===== config.mk =====
export PLATFORM = sky130hd
export DESIGN_NAME = bus_dest_regs
export DESIGN_NICKNAME = d
export VERILOG_FILES = /design/src/rtl/bus_dest_regs.sv
export SDC_FILE = /design/constraint.sdc
export NUM_CORES = 1
export LEC_CHECK = 0
export CORE_MARGIN = 4
export CORE_UTILIZATION = 31
export DETAILED_ROUTE_END_ITERATION = 8
export GPL_TIMING_DRIVEN = 1
export SYNTH_ARGS = -nofsm -noshare
export SYNTH_HDL_FRONTEND = slang
export SYNTH_SLANG_ARGS = --single-unit

===== constraint.sdc =====
create_clock -name clk -period 2.25 [get_ports clk]
set_clock_uncertainty 0.15 [all_clocks]
set_input_delay 0.45 -clock clk [delete_from_list [all_inputs] [get_ports clk]]
set_output_delay 0.45 -clock clk [all_outputs]
set_load 0.02 [all_outputs]

===== src/rtl/bus_dest_regs.sv =====
// Destination register bank of the shared system bus (AR, PC, DR, AC, IR, TR)
// plus the registered bus-to-memory write port.
module bus_dest_regs #(
    parameter int unsigned WIDTH = 8,
    parameter int unsigned NREG  = 6
) (
    input  logic             clk,
    input  logic             rst,
    input  logic [WIDTH-1:0] bus_in,
    input  logic [NREG-1:0]  ld,
    input  logic [NREG-1:0]  inr,
    input  logic [NREG-1:0]  clr,
    input  logic             mem_wr,
    output logic [WIDTH-1:0] ar_out,
    output logic [WIDTH-1:0] pc_out,
    output logic [WIDTH-1:0] dr_out,
    output logic [WIDTH-1:0] ac_out,
    output logic [WIDTH-1:0] ir_out,
    output logic [WIDTH-1:0] tr_out,
    output logic             mem_we,
    output logic [WIDTH-1:0] mem_addr,
    output logic [WIDTH-1:0] mem_wdata,
    output logic             pc_wrap,
    output logic             conflict_err
);

    localparam int unsigned IdxAr = 0;
    localparam int unsigned IdxPc = 1;
    localparam int unsigned IdxDr = 2;
    localparam int unsigned IdxAc = 3;
    localparam int unsigned IdxIr = 4;
    localparam int unsigned IdxTr = 5;

    logic [WIDTH-1:0] regs_q [NREG];
    logic [WIDTH-1:0] regs_d [NREG];
    logic             conflict_q, conflict_d;
    logic             pc_wrap_q, pc_wrap_d;
    logic             mem_we_q;
    logic [WIDTH-1:0] mem_addr_q, mem_wdata_q;

    always_comb begin
        conflict_d = conflict_q;
        for (int i = 0; i < NREG; i++) begin
            regs_d[i] = regs_q[i];
            if (clr[i]) begin
                regs_d[i] = '0;
            end else if (ld[i]) begin
                regs_d[i] = bus_in;
            end else if (inr[i]) begin
                regs_d[i] = regs_q[i] + 1'b1;
            end
            if ((ld[i] & inr[i]) | (ld[i] & clr[i]) | (inr[i] & clr[i])) begin
                conflict_d = 1'b1;
            end
        end
        // Only a pure increment counts as a wrap; clr or ld win priority over inr.
        pc_wrap_d = inr[IdxPc] & ~ld[IdxPc] & ~clr[IdxPc] & (regs_q[IdxPc] == '1);
    end

    always_ff @(posedge clk) begin
        if (rst) begin
            for (int i = 0; i < NREG; i++) begin
                regs_q[i] <= '0;
            end
            conflict_q  <= 1'b0;
            pc_wrap_q   <= 1'b0;
            mem_we_q    <= 1'b0;
            mem_addr_q  <= '0;
            mem_wdata_q <= '0;
        end else begin
            for (int i = 0; i < NREG; i++) begin
                regs_q[i] <= regs_d[i];
            end
            conflict_q <= conflict_d;
            pc_wrap_q  <= pc_wrap_d;
            mem_we_q   <= mem_wr;
            if (mem_wr) begin
                // Address is AR as it stood before this edge's update.
                mem_addr_q  <= regs_q[IdxAr];
                mem_wdata_q <= bus_in;
            end
        end
    end

    assign ar_out       = regs_q[IdxAr];
    assign pc_out       = regs_q[IdxPc];
    assign dr_out       = regs_q[IdxDr];
    assign ac_out       = regs_q[IdxAc];
    assign ir_out       = regs_q[IdxIr];
    assign tr_out       = regs_q[IdxTr];
    assign mem_we       = mem_we_q;
    assign mem_addr     = mem_addr_q;
    assign mem_wdata    = mem_wdata_q;
    assign pc_wrap      = pc_wrap_q;
    assign conflict_err = conflict_q;

endmodule


## Yosys cells after proc, flatten, opt, wreduce, memory -nomap -nowiden

Memories as Yosys holds them, arrays and structs flattened.
Index checks and enable logic that the tools add are counted.

| storage, ports and cells | value |
|---|---|
| register bits | 19 |
| bits in writable memories | 48 |
| input bits | 29 |
| output and inout bits | 67 |
| word-level logic and storage cells | 88 |
| memories kept | 1 |

| operators by class | value |
|---|---|
| $add $sub $neg | 6 |
| equal/unequal tests | 1 |
| mux-type cells | 33 |
| bitwise logic cells | 41 |
| reduce and logical (&&, ||, !) cells | 1 |

Memories:

| memory | words | width | read ports | clocked after memory_dff | write ports | RTL line | RTL |
|---|---|---|---|---|---|---|---|
| regs_q | 6 | 8 | 6 | 0 | 6 | 34 | `logic [WIDTH-1:0] regs_q [NREG];` |

Operators with widths:

| operator | count |
|---|---|
| $mux 8 | 24 |
| $add 8x1->8 const B | 6 |
| $and 1x1->1 | 21 |
| $or 1x1->1 | 18 |
| $mux 1 | 9 |
| $eq 8x8->1 const B | 1 |
| $reduce_bool 6->1 | 1 |
| $not 1->1 | 2 |

## Logic depth before layout (Yosys ltp)

| depth | value |
|---|---|
| depth in word-level cells | 9 |
| gate-level depth with buffers | 4 |
| gate-level depth less buffers | 4 |

## Worst setup path before layout

No wires, ideal clock.

| path | value |
|---|---|
| kind | register -> register |
| start | memory regs_q[0][0] |
| end | memory regs_q[0][4] |
| library setup time | 103 ps |
| arrival time | 1,409 ps |
| data required time | 1,997 ps |
| path slack | 588 ps |
| cell stages (with the launch flop) | 5 |
| path buffers | 0 |
| cell sequence | dfxtp_1 ha_1 nand4_1 xor2_1 a2111oi_2 |

RTL lines:

| element | RTL line |
|---|---|
| start, declared | 34 |

==> results.py <==
metrics = {
    "clocking": {
        "postCtsSetupBuffers": 0,
        "path_clk_slew_ps": 70,
        "cts_sinks": 67,
        "holdBufCountCts": 0,
        "cts_resized": 0,
        "cts_tree": "yes",
        "clockBufferDepth": 2,
        "worstSkewPairLatency_ps": 340,
        "htreeDepth": 3,
        "cts-root-buf": "clkbuf_8",
        "cts_made_buffers": 9,
    },
    "yosys": {
        "synth_nets": 402,
        "synth_common_cells": "dfxtp_1 (67), o21ai_0 (54), nor2_1 (33), nand2_1 (29), mux2i_1 (22)",
        "yosysWarnings": 0,
        "yosys.area.top_type": "dfxtp_1",
        "synth_flop_cell": "dfxtp_1",
        "synth_most_common_cell": "dfxtp_1",
        "ys_seq_area_share_pct": 40.8,
        "synth_top_cell_area_share_pct": 40.8,
        "synth_area_mm2": 0.00329,
        "ys_async_sr_fraction_pct": 0,
        "synth-edff-count": 0,
        "syn_avg_cell_area_um2": 8.95,
        "ys_types": 32,
        "ys_ff_latch": 67,
        "synth_area_leaders": "dfxtp_1 (41%), o21ai_0 (8.2%), mux2i_1 (6.7%)",
        "syn_inst": 367,
    },
    "grt": {
        "overflow": 0,
        "grt_pass1_wl_um": 15500,
        "grt_pass1_vias": 3035,
        "grt_max_degree": 36,
        "track_usage_pct": 15.5,
        "grt_antenna_before_repair": 0,
    },
    "power": {
        "peakVddDrop_mv": 0.290,
        "p_per_area_mw_per_mm2": 593,
        "p_leak_nw": 1.58,
    },
    "worst_setup_path": {
        "cp.depth": 1,
        "r2r_cells": 4,
        "r2r-end": "regs_q[0][4]",
        "crit_family": "buffers and inverters",
        "r2r-start": "regs_q[0][1]",
        "path_class": "flip-flop to output pin",
        "crit_end": "ar_out[1]",
        "cp_max_fo": 6,
        "crit_slowest_cell": "clkdlybuf4s50_1",
        "rrSetupSlack_ps": 550,
        "critical_path_buf_inv_count": 1,
        "setup.worst_path.start": "regs_q[0][1]",
        "cp-end-kind": "output pin",
        "cp.arrival_ps": 1520,
        "required_ps": 1650,
        "crit_path_max_incr_delay_ps": 680,
        "path_cells": "clkdlybuf4s50_1",
        "critical_path.startpoint_type": "flip-flop",
    },
    "floorplan": {
        "die-width_um": 111,
        "initial_core_util_pct": 31.8,
        "fp-row-count": 37,
        "ioPinCount": 96,
        "die-area_mm2": 0.0123,
        "fp.dieH_um": 111,
        "core-area_mm2": 0.0103,
    },
    "detailed_routing": {
        "drt_iter0_markers": 80,
        "avgViaCountPerCell": 5.18,
        "drc": 0,
        "routed_wl_um": 9570,
        "drtAntennaViolNets": 0,
        "wl_per_cell_um": 15.8,
        "num_vias": 3129,
        "dr.pass1.iters": 5,
    },
    "sta": {
        "hold_ws_ps": 336,
        "fin_setup_tns_ps": 0,
        "fin_crit_sh_pct": 94.3,
        "hold_violations": 0,
        "setup_viol": 0,
        "clock.fmax_ghz": 0.471,
        "rsz0062_at_grt": "false",
        "fin_crit_ps": 2120,
        "worst_pin_slew_ps": 486,
        "drv_slew": 0,
        "slew_headroom_pct": 67.5,
    },
    "final_layout": {
        "synthToLayoutAreaGrowth_pct": 38.4,
        "design_area_mm2": 0.00455,
        "stdcell_count": 604,
        "n_antenna_cell": 0,
        "fin_nets": 499,
        "drive_above_1_share_pct": 6.84,
        "n_fill_cell": 1014,
        "utilization_pct": 44.1,
    },
    "outcome": {
        "status": "finished, final reports clean",
    },
    "run": {
        "drv_cap": 0,
    },
    "placement": {
        "dp_cells": 589,
        "io_buffer_count": 95,
        "dp_hpwl_um": 6930,
        "place_area_mm2": 0.00437,
        "gp_congestion": 0.768,
    },
    "min_path": {
        "min-delay-start": "regs_q[1][7]",
        "hold_class": "flip-flop to flip-flop",
    },
}
## area by class of cell
class | count | area (µm²) | area share (%)
timing repair buffer | 104 | 1030 | 22.7
clock inverter | 3 | 40.0 | 0.880
inverter | 7 | 26.3 | 0.578
clock buffer | 12 | 135 | 2.97
multi-input combinational | 275 | 1800 | 39.7
sequential | 67 | 1340 | 29.5
tap | 136 | 170 | 3.74
## metrics by stage
| stage | worst slack, ps | power, W |
|---|---|---|
| 3_5_place_dp | 72.2 | 0.00177 |
| 2_1_floorplan | 588 | 0.00154 |
| 5_1_grt | 59.4 | 0.00282 |
| 3_3_place_gp | 85.5 | 0.00176 |
| 6_report | 127 | 0.00270 |
| 4_1_cts | 115 | 0.00273 |
## placed cells by master, fill, tap and decap left out
master           synthesis  routed
inv_1                    6       6
a2111oi_0                5       5
buf_12                   0       1
clkbuf_8                 0       9
nand3_1                  8       8
ha_1                     6       6
a31oi_1                 18      18
clkbuf_1                 8       3
dfxtp_1                 67      67
or4_1                    5       5
xnor2_1                  7       7
o21ai_0                 54      54
and2_1                  12      12
a22oi_1                  2       2
o31ai_1                  5       5
nand2b_1                 1       1
bufinv_16                0       1
maj3_1                   1       1
nand2_1                 29      29
nor2b_1                  1       1
a2111oi_2                6       6
o31a_1                   1       1
mux2i_1                 22      22
nor2_1                  33      33
nor3_1                   1       1
nand3_4                  5       5
xor2_1                  17      17
clkdlybuf4s50_1          0      95
a21oi_1                  7       7
o211a_1                  1       1
clkinv_2                 0       2
nand4_1                 15      15
buf_4                    1       8
clkinv_1                 1       1
or3_1                   13      13
## sequential cells by signal, indices dropped and copies added, names as in the netlist
| register | count |
|---|---|
| regs_q | 48 |
| mem_addr | 8 |
| mem_wdata | 8 |
| conflict_err | 1 |
| mem_we | 1 |
| pc_wrap | 1 |
## worst min-delay path by stage
stage                              end  depth (start not counted)
after CTS                      pc_wrap                          2
after global placement         pc_wrap                          2
after global routing      mem_wdata[1]                          2
after floorplan           regs_q[0][4]                          1
final                          pc_wrap                          2
after detailed placement       pc_wrap                          2
## metal layers
metal / global-route usage (%) / wire length, µm
met1: 20.7 / 4590
met4: 5.01 / 159
met5: 0 / 0
met2: 23.9 / 4240
met3: 4.69 / 581
## cells by family (layout without fill, tap and decap cells)
kind of cell | Yosys count | in the layout | synth area share [%]
mux | 22 | 22 | 6.70
buf+inv | 25 | 126 | 4.26
compound gates | 99 | 99 | 19.0
fa+ha+maj | 7 | 7 | 2.59
xor+xnor | 24 | 24 | 6.40
simple gates | 123 | 123 | 20.3
flops | 67 | 67 | 40.8
## power by group
group | total [W] | internal [W] | switching [W]
registers | 0.00129 | 0.00124 | 0.0000575
logic | 0.000445 | 0.000208 | 0.000237
clock network | 0.000958 | 0.000504 | 0.000454
(Power assumes the default switching activity.)
